==> config.mk <==
export PLATFORM = sky130hd
export DESIGN_NAME = ula_seq
export DESIGN_NICKNAME = d
export VERILOG_FILES = /design/src/rtl/ula_seq.sv
export SDC_FILE = /design/constraint.sdc
export NUM_CORES = 1
export LEC_CHECK = 0
export CORE_UTILIZATION = 35
export CTS_CLUSTER_DIAMETER = 120
export DETAILED_ROUTE_END_ITERATION = 7
export GPL_TIMING_DRIVEN = 0
export SETUP_SLACK_MARGIN = 0.15
export SYNTH_ARGS = -nofsm -noshare
export SYNTH_HDL_FRONTEND = slang
export SYNTH_SLANG_ARGS = --single-unit
==> constraint.sdc <==
create_clock -name clock -period 7.1 [get_ports clock]
set_clock_uncertainty 0.05 [all_clocks]
set_input_delay 0.71 -clock clock [delete_from_list [all_inputs] [get_ports clock]]
set_output_delay 0.71 -clock clock [all_outputs]
set_load 0.01 [all_outputs]
==> src/rtl/ula_seq.sv <==
// ula_seq: multi-cycle ALU with valid/ready handshakes on both sides.
//   Single-cycle ops load their result on the accept edge (latency 1).
//   MUL (000100) uses a shift-add unit and DIV (000101) a restoring divider.
//   Each handles one bit per cycle, so the result is ready WIDTH+1 cycles after accept.
//   Divide by zero completes in one cycle with result all ones and div_zero set.
// Ports:
//   clock, reset_n       rising-edge clock, asynchronous active-low reset
//   in_valid/in_ready    request handshake (alu_op, dado_1, dado_2)
//   out_valid/out_ready  result handshake (result, saida, branch, div_zero)
//   busy                 multi-cycle operation in progress
// Optional: define ULA_FLAGS_EN to add flags = {negative, zero, carry, overflow}.
module ula_seq #(
  parameter int WIDTH = 32,
  localparam int SHW = $clog2(WIDTH)
) (
  input  logic             clock,
  input  logic             reset_n,
  input  logic             in_valid,
  output logic             in_ready,
  input  logic [5:0]       alu_op,
  input  logic [WIDTH-1:0] dado_1,
  input  logic [WIDTH-1:0] dado_2,
  output logic             out_valid,
  input  logic             out_ready,
  output logic [WIDTH-1:0] result,
  output logic [WIDTH-1:0] saida,
  output logic             branch,
  output logic             div_zero,
  output logic             busy
`ifdef ULA_FLAGS_EN
  ,
  output logic [3:0]       flags
`endif
);

  localparam logic [5:0] OP_ADD = 6'b000000;
  localparam logic [5:0] OP_MUL = 6'b000100;
  localparam logic [5:0] OP_DIV = 6'b000101;

  typedef enum logic [1:0] {S_IDLE, S_MUL, S_DIV} state_t;

  state_t           state;
  logic [SHW:0]     count;
  logic [WIDTH-1:0] work_a;   // MUL: shifted multiplicand; DIV: dividend becoming quotient
  logic [WIDTH-1:0] work_b;   // MUL: shifted multiplier;   DIV: divisor
  logic [WIDTH-1:0] acc;      // MUL: partial product;      DIV: partial remainder
  logic [WIDTH-1:0] hold_a;   // dado_1 kept for saida of a long op

  logic accept;
  assign in_ready = (state == S_IDLE) && (!out_valid || out_ready);
  assign accept   = in_valid && in_ready;

  // Single-cycle decode, used directly on the accept edge.
  logic [WIDTH-1:0] comb_result, comb_saida;
  logic             comb_branch;
  logic             shift_big;
  assign shift_big = |dado_2[WIDTH-1:SHW];

  always_comb begin
    comb_result = dado_1;
    comb_saida  = dado_1;
    comb_branch = 1'b0;
    case (alu_op)
      6'b000000:            comb_result = dado_1 + dado_2;
      6'b000001, 6'b100010: comb_result = dado_2;
      6'b000010, 6'b000011: comb_result = dado_1 - dado_2;
      6'b000101:            comb_result = '1;  // only reaches here as divide by zero
      6'b001000, 6'b001001: comb_result = dado_1 & dado_2;
      6'b001010, 6'b001011: comb_result = dado_1 | dado_2;
      6'b001100:            comb_result = ~dado_1;
      6'b001101:            comb_result = dado_1 ^ dado_2;
      6'b010000: comb_result = shift_big ? '0 : (dado_1 << dado_2[SHW-1:0]);
      6'b010001: comb_result = shift_big ? '0 : (dado_1 >> dado_2[SHW-1:0]);
      6'b100000, 6'b100001, 6'b111100, 6'b111101, 6'b111110: comb_saida = dado_2;
      6'b111111: begin
        comb_saida  = dado_2;
        comb_branch = 1'b1;
      end
      6'b011000:            comb_branch = (dado_1 == dado_2);
      6'b011001:            comb_branch = (dado_1 != dado_2);
      6'b011010:            comb_branch = (dado_1 > dado_2);
      6'b011011:            comb_branch = (dado_1 < dado_2);
      6'b011100, 6'b011101: comb_branch = 1'b1;
      default: ;
    endcase
  end

`ifdef ULA_FLAGS_EN
  logic [WIDTH:0] add_full, sub_full;
  logic           comb_carry, comb_ovf;
  assign add_full = {1'b0, dado_1} + {1'b0, dado_2};
  assign sub_full = {1'b0, dado_1} - {1'b0, dado_2};

  always_comb begin
    comb_carry = 1'b0;
    comb_ovf   = 1'b0;
    case (alu_op)
      OP_ADD: begin
        comb_carry = add_full[WIDTH];
        comb_ovf   = (dado_1[WIDTH-1] == dado_2[WIDTH-1]) &&
                     (add_full[WIDTH-1] != dado_1[WIDTH-1]);
      end
      6'b000010, 6'b000011: begin
        comb_carry = sub_full[WIDTH];  // borrow
        comb_ovf   = (dado_1[WIDTH-1] != dado_2[WIDTH-1]) &&
                     (sub_full[WIDTH-1] != dado_1[WIDTH-1]);
      end
      default: ;
    endcase
  end

  function automatic logic [3:0] flags_of(input logic [WIDTH-1:0] r, input logic c, input logic v);
    return {r[WIDTH-1], (r == '0), c, v};
  endfunction
`endif

  // One shift-add step: the low WIDTH bits of the product are all that is kept.
  logic [WIDTH-1:0] mul_acc_next;
  assign mul_acc_next = work_b[0] ? (acc + work_a) : acc;

  // One restoring-division step.
  // The remainder is always below the divisor, so the shifted value fits in WIDTH+1 bits.
  logic [WIDTH:0]   div_shift;
  logic             div_ge;
  logic [WIDTH-1:0] div_rem_next, div_quo_next;
  assign div_shift    = {acc, work_a[WIDTH-1]};
  assign div_ge       = (div_shift >= {1'b0, work_b});
  assign div_rem_next = div_ge ? (div_shift[WIDTH-1:0] - work_b) : div_shift[WIDTH-1:0];
  assign div_quo_next = {work_a[WIDTH-2:0], div_ge};

  always_ff @(posedge clock or negedge reset_n) begin
    if (!reset_n) begin
      state     <= S_IDLE;
      count     <= '0;
      work_a    <= '0;
      work_b    <= '0;
      acc       <= '0;
      hold_a    <= '0;
      out_valid <= 1'b0;
      result    <= '0;
      saida     <= '0;
      branch    <= 1'b0;
      div_zero  <= 1'b0;
      busy      <= 1'b0;
`ifdef ULA_FLAGS_EN
      flags     <= 4'b0;
`endif
    end else begin
      // A consumed result drops; a load below on the same edge overrides this.
      if (out_valid && out_ready) out_valid <= 1'b0;
      case (state)
        S_IDLE: begin
          if (accept) begin
            if (alu_op == OP_MUL || (alu_op == OP_DIV && dado_2 != '0)) begin
              state  <= (alu_op == OP_MUL) ? S_MUL : S_DIV;
              busy   <= 1'b1;
              count  <= (SHW+1)'(WIDTH);
              work_a <= dado_1;
              work_b <= dado_2;
              acc    <= '0;
              hold_a <= dado_1;
            end else begin
              out_valid <= 1'b1;
              result    <= comb_result;
              saida     <= comb_saida;
              branch    <= comb_branch;
              div_zero  <= (alu_op == OP_DIV);
`ifdef ULA_FLAGS_EN
              flags     <= flags_of(comb_result, comb_carry, comb_ovf);
`endif
            end
          end
        end
        S_MUL, S_DIV: begin
          count <= count - 1'b1;
          if (state == S_MUL) begin
            acc    <= mul_acc_next;
            work_a <= work_a << 1;
            work_b <= work_b >> 1;
          end else begin
            acc    <= div_rem_next;
            work_a <= div_quo_next;
          end
          // The last step finishes on the WIDTH-th edge after accept.
          if (count == (SHW+1)'(1)) begin
            state     <= S_IDLE;
            busy      <= 1'b0;
            out_valid <= 1'b1;
            result    <= (state == S_MUL) ? mul_acc_next : div_quo_next;
            saida     <= hold_a;
            branch    <= 1'b0;
            div_zero  <= 1'b0;
`ifdef ULA_FLAGS_EN
            flags     <= flags_of((state == S_MUL) ? mul_acc_next : div_quo_next, 1'b0, 1'b0);
`endif
          end
        end
        default: state <= S_IDLE;
      endcase
    end
  end

endmodule

### Word-level counts from Yosys, hierarchy flattened

Index checks and enable logic that the tools add are counted.

* word-level logic and storage cells: 138
* input port bits: 74
* flip-flop bits (word level): 204
* output and inout port bits: 69

* equality and inequality tests: 36
* reductions and logical operators: 25
* shift operators: 2
* bitwise operators: 4
* $lt $le $gt $ge: 3
* $add $sub $neg: 5
* multiplexer cells: 51

Operator list (count)
* 32-bit 2-to-1 mux: 20
* 32-bit case mux with 10 select lines: 1
* 32-bit case mux with 2 select lines: 5
* 32-bit adder: 2
* 32-bit subtractor: 2
* 6-bit by 5-bit == test with 1-bit output (second input constant): 8
* 6-bit == test (second input constant): 7
* 6-bit by 4-bit == test with 1-bit output (second input constant): 6
* 33-bit by 32-bit >= comparator with 1-bit output: 1
* 32-bit bitwise AND: 1
* 32-bit == test: 1
* 32-bit greater-than comparator: 1
* 32-bit < comparator: 1
* 32-bit != test: 1
* 32-bit NOT: 1
* 32-bit OR: 1
* 32-bit nonzero test: 1
* 32-bit by 5-bit left shift with 32-bit output: 1
* 32-bit by 5-bit right shift with 32-bit output: 1
* 32-bit bitwise XOR: 1
* 27-bit OR reduction: 1
* 6-bit by 1-bit == test with 1-bit output (second input constant): 2
* 6-bit by 2-bit == test with 1-bit output (second input constant): 2
* 6-bit by 3-bit == test with 1-bit output (second input constant): 2
* other kinds (23): 56

### Longest topological paths before layout

* depth after elaboration: 6
* gate-level depth with buffers: 15

### Worst setup path after synthesis

Ideal clock, no wire load.

* kind: input to register
* start: input port dado_2[2]
* end: register result[23]
* stages: 15
* data arrival time: 4.096 ns
* slack: 2.830 ns
* setup time: 0.124 ns
* cells stage by stage: clkinv_1 -> buf_1 -> buf_1 -> ha_1 -> buf_2 -> o211a_1 -> a21oi_2 -> a22o_2 -> o21ai_1 -> a31oi_1 -> o211ai_1 -> a221o_1 -> a2111oi_2 -> nor2_1 -> a211o_1

* word-level cells in the longest chain between the ends: 6

RTL lines
* from (decl): line 22 `input logic [WIDTH-1:0] dado_2,`
* parallel branches: the longest is 6 deep, another holds 32-bit subtractor
* to (signal assigned): line 164 `result <= comb_result;`
* to (signal assigned): line 189 `result <= (state == S_MUL) ? mul_acc_next : div_quo_next;`
* to (decl): line 25 `output logic [WIDTH-1:0] result,`

Parallel ways; which one is timed is not known. The select of a mux whose other input is x is not followed.
A chain may end at the register's enable or synchronous reset.

### Final worst setup path

* start: input port dado_2[4]
* end: register result[18]

Same word-level chain as after synthesis.

==> results.toml <==
[worst_setup_path]
start_kind = "input pin"
worst-path-max-fanout = 10
cp.required_ns = 7.45
cp_common_cell = "o221ai_1"
crit_slowest_cell = "a2111oi_0"
crit_type = "in -> reg"
worstPathArrival_ns = 7.37
cp_cell_sequence = "clkdlybuf4s50_1 -> clkbuf_1 -> clkbuf_2 -> clkbuf_1 -> inv_1 -> ha_1 -> inv_1 -> o221ai_1 -> a21oi_1 -> o2111ai_1 -> and3_1 -> o21bai_1 -> o221ai_1 -> a2111oi_0 -> o221ai_1"
endpoint_kind = "flip-flop"
max_stage_delay_ns = 1.28

[floorplanning]
start_util_pct = 35.5
die_y_um = 258
core_um2 = 64600
die_area_um2 = 66600
boundaryPins = 143
num_rows = 93
die-width_um = 258

[grt]
antenna_found_initial = 10
grt_remaining_overflow = 0
first_global_vias = 24250
grt_first_pass_wirelength_um = 183000
grt_usage_pct = 38.3
grt_max_degree = 104

[synthesis]
ys_warn_count = 0
synth_seq_area_share_pct = 22.3
ys_async_sr_fraction_pct = 100
synth_fp_nets = 3232
ys_ff_latch = 204
synth_edf_count = 0
yosysTopAreaCell = "dfrtp_1"
yosys_most_used_dff = "dfrtp_1"
syn_area_per_cell_um2 = 7.70
syn_inst = 2979
synth.distinct_cells = 101
synth_top_area_share_pct = 22.3
synthTopCellsByArea = "dfrtp_1, ha_1, a21oi_1"
syn-cell-area_um2 = 22900

[cells_and_area]
layout.nets = 3403
stdcell_count = 4025
syn2layout_area_growth_pct = 14.6
multi_input_area_um2 = 16200
drive_above_1_share_pct = 5.97
final_cell_area_um2 = 26300
regArea_um2 = 5100
num-fill-cells = 6786

[placement]
dp_hpwl_um = 103000
place_area_um2 = 25500
globalplace.congestion = 1.03
port_buffers = 139
dp_cells = 3977

[hold_path]
hold_class = "in -> async"

[route]
wl_per_cell_um = 32.5
wl_met3_um = 14700
drtAntennaViolNets = 0
first_pass_iters = 8
wl_met2_um = 53500
routed_wl_um = 131000
top_layer = "met5"
viasPerCell = 6.54
met1Wirelength_um = 56000
drc = 2
vias = 26318
drt_iter0_drc = 3886

[clock_tree]
cts_htree_levels = 1
cts_buffer_depth = 3
clk_pin_slew_worst_paths_ns = 0.07
cts_tree = "yes"
cts_buffers = 26
holdBufCountCts = 0
clock-sinks = 204
clk_latency_ns = 0.60
clock-root-buffer = "clkbuf_16"

[run]
maxCapViolations = 1

[timing]
worstMarginPinSlew_ns = 1.49
slew_headroom_pct = 0.947
period_share_pct = 98.9
slew_viol_final = 0
fin_crit_ns = 7.02
tns_ns = 0
fmax_mhz = 142
finalSetupViolations = 0
finalHoldViolCount = 0
rsz0062_at_grt = "no"

[status]
violations = "DRC, capacitance limit"
status = "finished with violations"

[power]
vdd_ir_drop_max_mv = 0.167
p_leak_nw = 10.9
p_per_area_nw_per_um2 = 298
==> sequential cells by signal (all words and copies together) (netlist names) <==
| name | flops |
|---|---|
| hold_a | 32 |
| div_zero | 1 |
| state | 2 |
| acc | 32 |
| busy | 1 |
| work_a | 32 |
| branch | 1 |
| count | 6 |
| result | 32 |
| out_valid | 1 |
| work_b | 32 |
| saida | 32 |
==> report_power, final <==
part	internal, W	total, W	switching [W]
clock network	0.000752	0.00135	0.000595
logic	0.00162	0.00442	0.00280
registers	0.00163	0.00206	0.000437
total	0.00400	0.00783	0.00383
==> cell usage after synthesis, drive strengths merged (13+ instances only) <==
cell     number
nor2        311
a21oi       301
o21ai       300
nand2       299
dfrtp       204
clkbuf      181
ha          175
inv         162
mux2i       122
buf          65
mux4         54
xnor2        51
a21o         50
o211ai       42
nand3        40
nor3         40
a221oi       39
o22ai        36
nor4         34
a221o        33
o21bai       29
a211oi       22
nand2b       22
o221ai       22
a31oi        21
a2111oi      20
o31ai        19
a32o         18
nand4        18
nor2b        17
and2         16
o21a         16
and3         15
xor2         15
a222oi       13
mux2         13
or2          13
==> cell usage in the layout, fill, tap and decap left out, drive strengths merged, types with 54 or more instances in the layout <==
| master | n |
|---|---|
| mux2i | 122 |
| ha | 175 |
| dfrtp | 204 |
| buf | 69 |
| o21ai | 300 |
| nor2 | 311 |
| clkbuf | 221 |
| a21oi | 301 |
| nand2 | 299 |
| clkdlybuf4s50 | 138 |
| mux4 | 54 |
| inv | 163 |
==> layout make-up <==
class                   count  area share [%]
multi-input cells        2362            61.7
flip-flops and latches    204            19.4
repair buffers            143            5.51
well taps                 855            4.07
plain buffers             246            3.79
clock buffers              40            2.98
inverters                 167            2.38
clock inverters             4          0.0999
diodes                      4          0.0381
==> repair_timing <==
action | CTS | global route
setup buffers | 0 | 0
setup endpoints to repair | 1 | 2
cloned | 0 | 0
resized for setup | 1 | 2
==> final timing paths <==
kind | start | to | slack [ns] | depth (start not counted)
setup reg to reg | work_b[1] | result[0] | 2.37 | 13
hold / removal | reset_n | hold_a[20] | 0.12 | 1
setup / recovery | dado_2[4] | result[18] | 0.08 | 15
hold reg to reg | saida[26] | saida[26] | 0.42 | 2
min in group clock | saida[26] | saida[26] | 0.42 | 2
max in group asynchronous | reset_n | acc[4] | 5.79 | 2
==> layer usage <==
metal | up-vias | global-route usage (%)
met2 | 1781 | 55.0
met5 | - | 0
met3 | 332 | 9.44
met1 | 12896 | 53.8
met4 | 10 | 16.8
li1 | 11299 | -
==> cells by family after synthesis <==
kind of cell	count (synthesis)	synth area share [%]
multiplexers	189	11.3
AO/OA/AOI/OAI	1071	30.4
adder cells (fa/ha/maj)	179	9.89
AND/OR/NAND/NOR	857	16.6
flip-flops	204	22.3
XOR/XNOR	66	2.52
buffers and inverters	413	7.07
==> worst max-delay path: cells and delay by family <==
kind,cells,cell delay (ns)
AO/OA/AOI/OAI,7,2.98
AND/OR/NAND/NOR,1,0.32
adder cells (fa/ha/maj),1,0.40
buffers and inverters,6,2.94
==> through the flow <==
step | hold slack, ns | utilization (%) | setup WS [ns] | total power, W
6_report | 0.117 | 40.7 | 0.0781 | 0.00783
5_1_grt | 0.196 | 40.7 | 0.291 | 0.00826
2_1_floorplan | 0.364 | - | 2.83 | 0.00454
4_1_cts | 0.134 | 40.7 | 0.329 | 0.00772
3_3_place_gp | 0.410 | 39.3 | -3.93 | 0.00635
3_5_place_dp | 0.419 | 39.4 | -0.516 | 0.00636
Power figures use the tool's default switching activity.
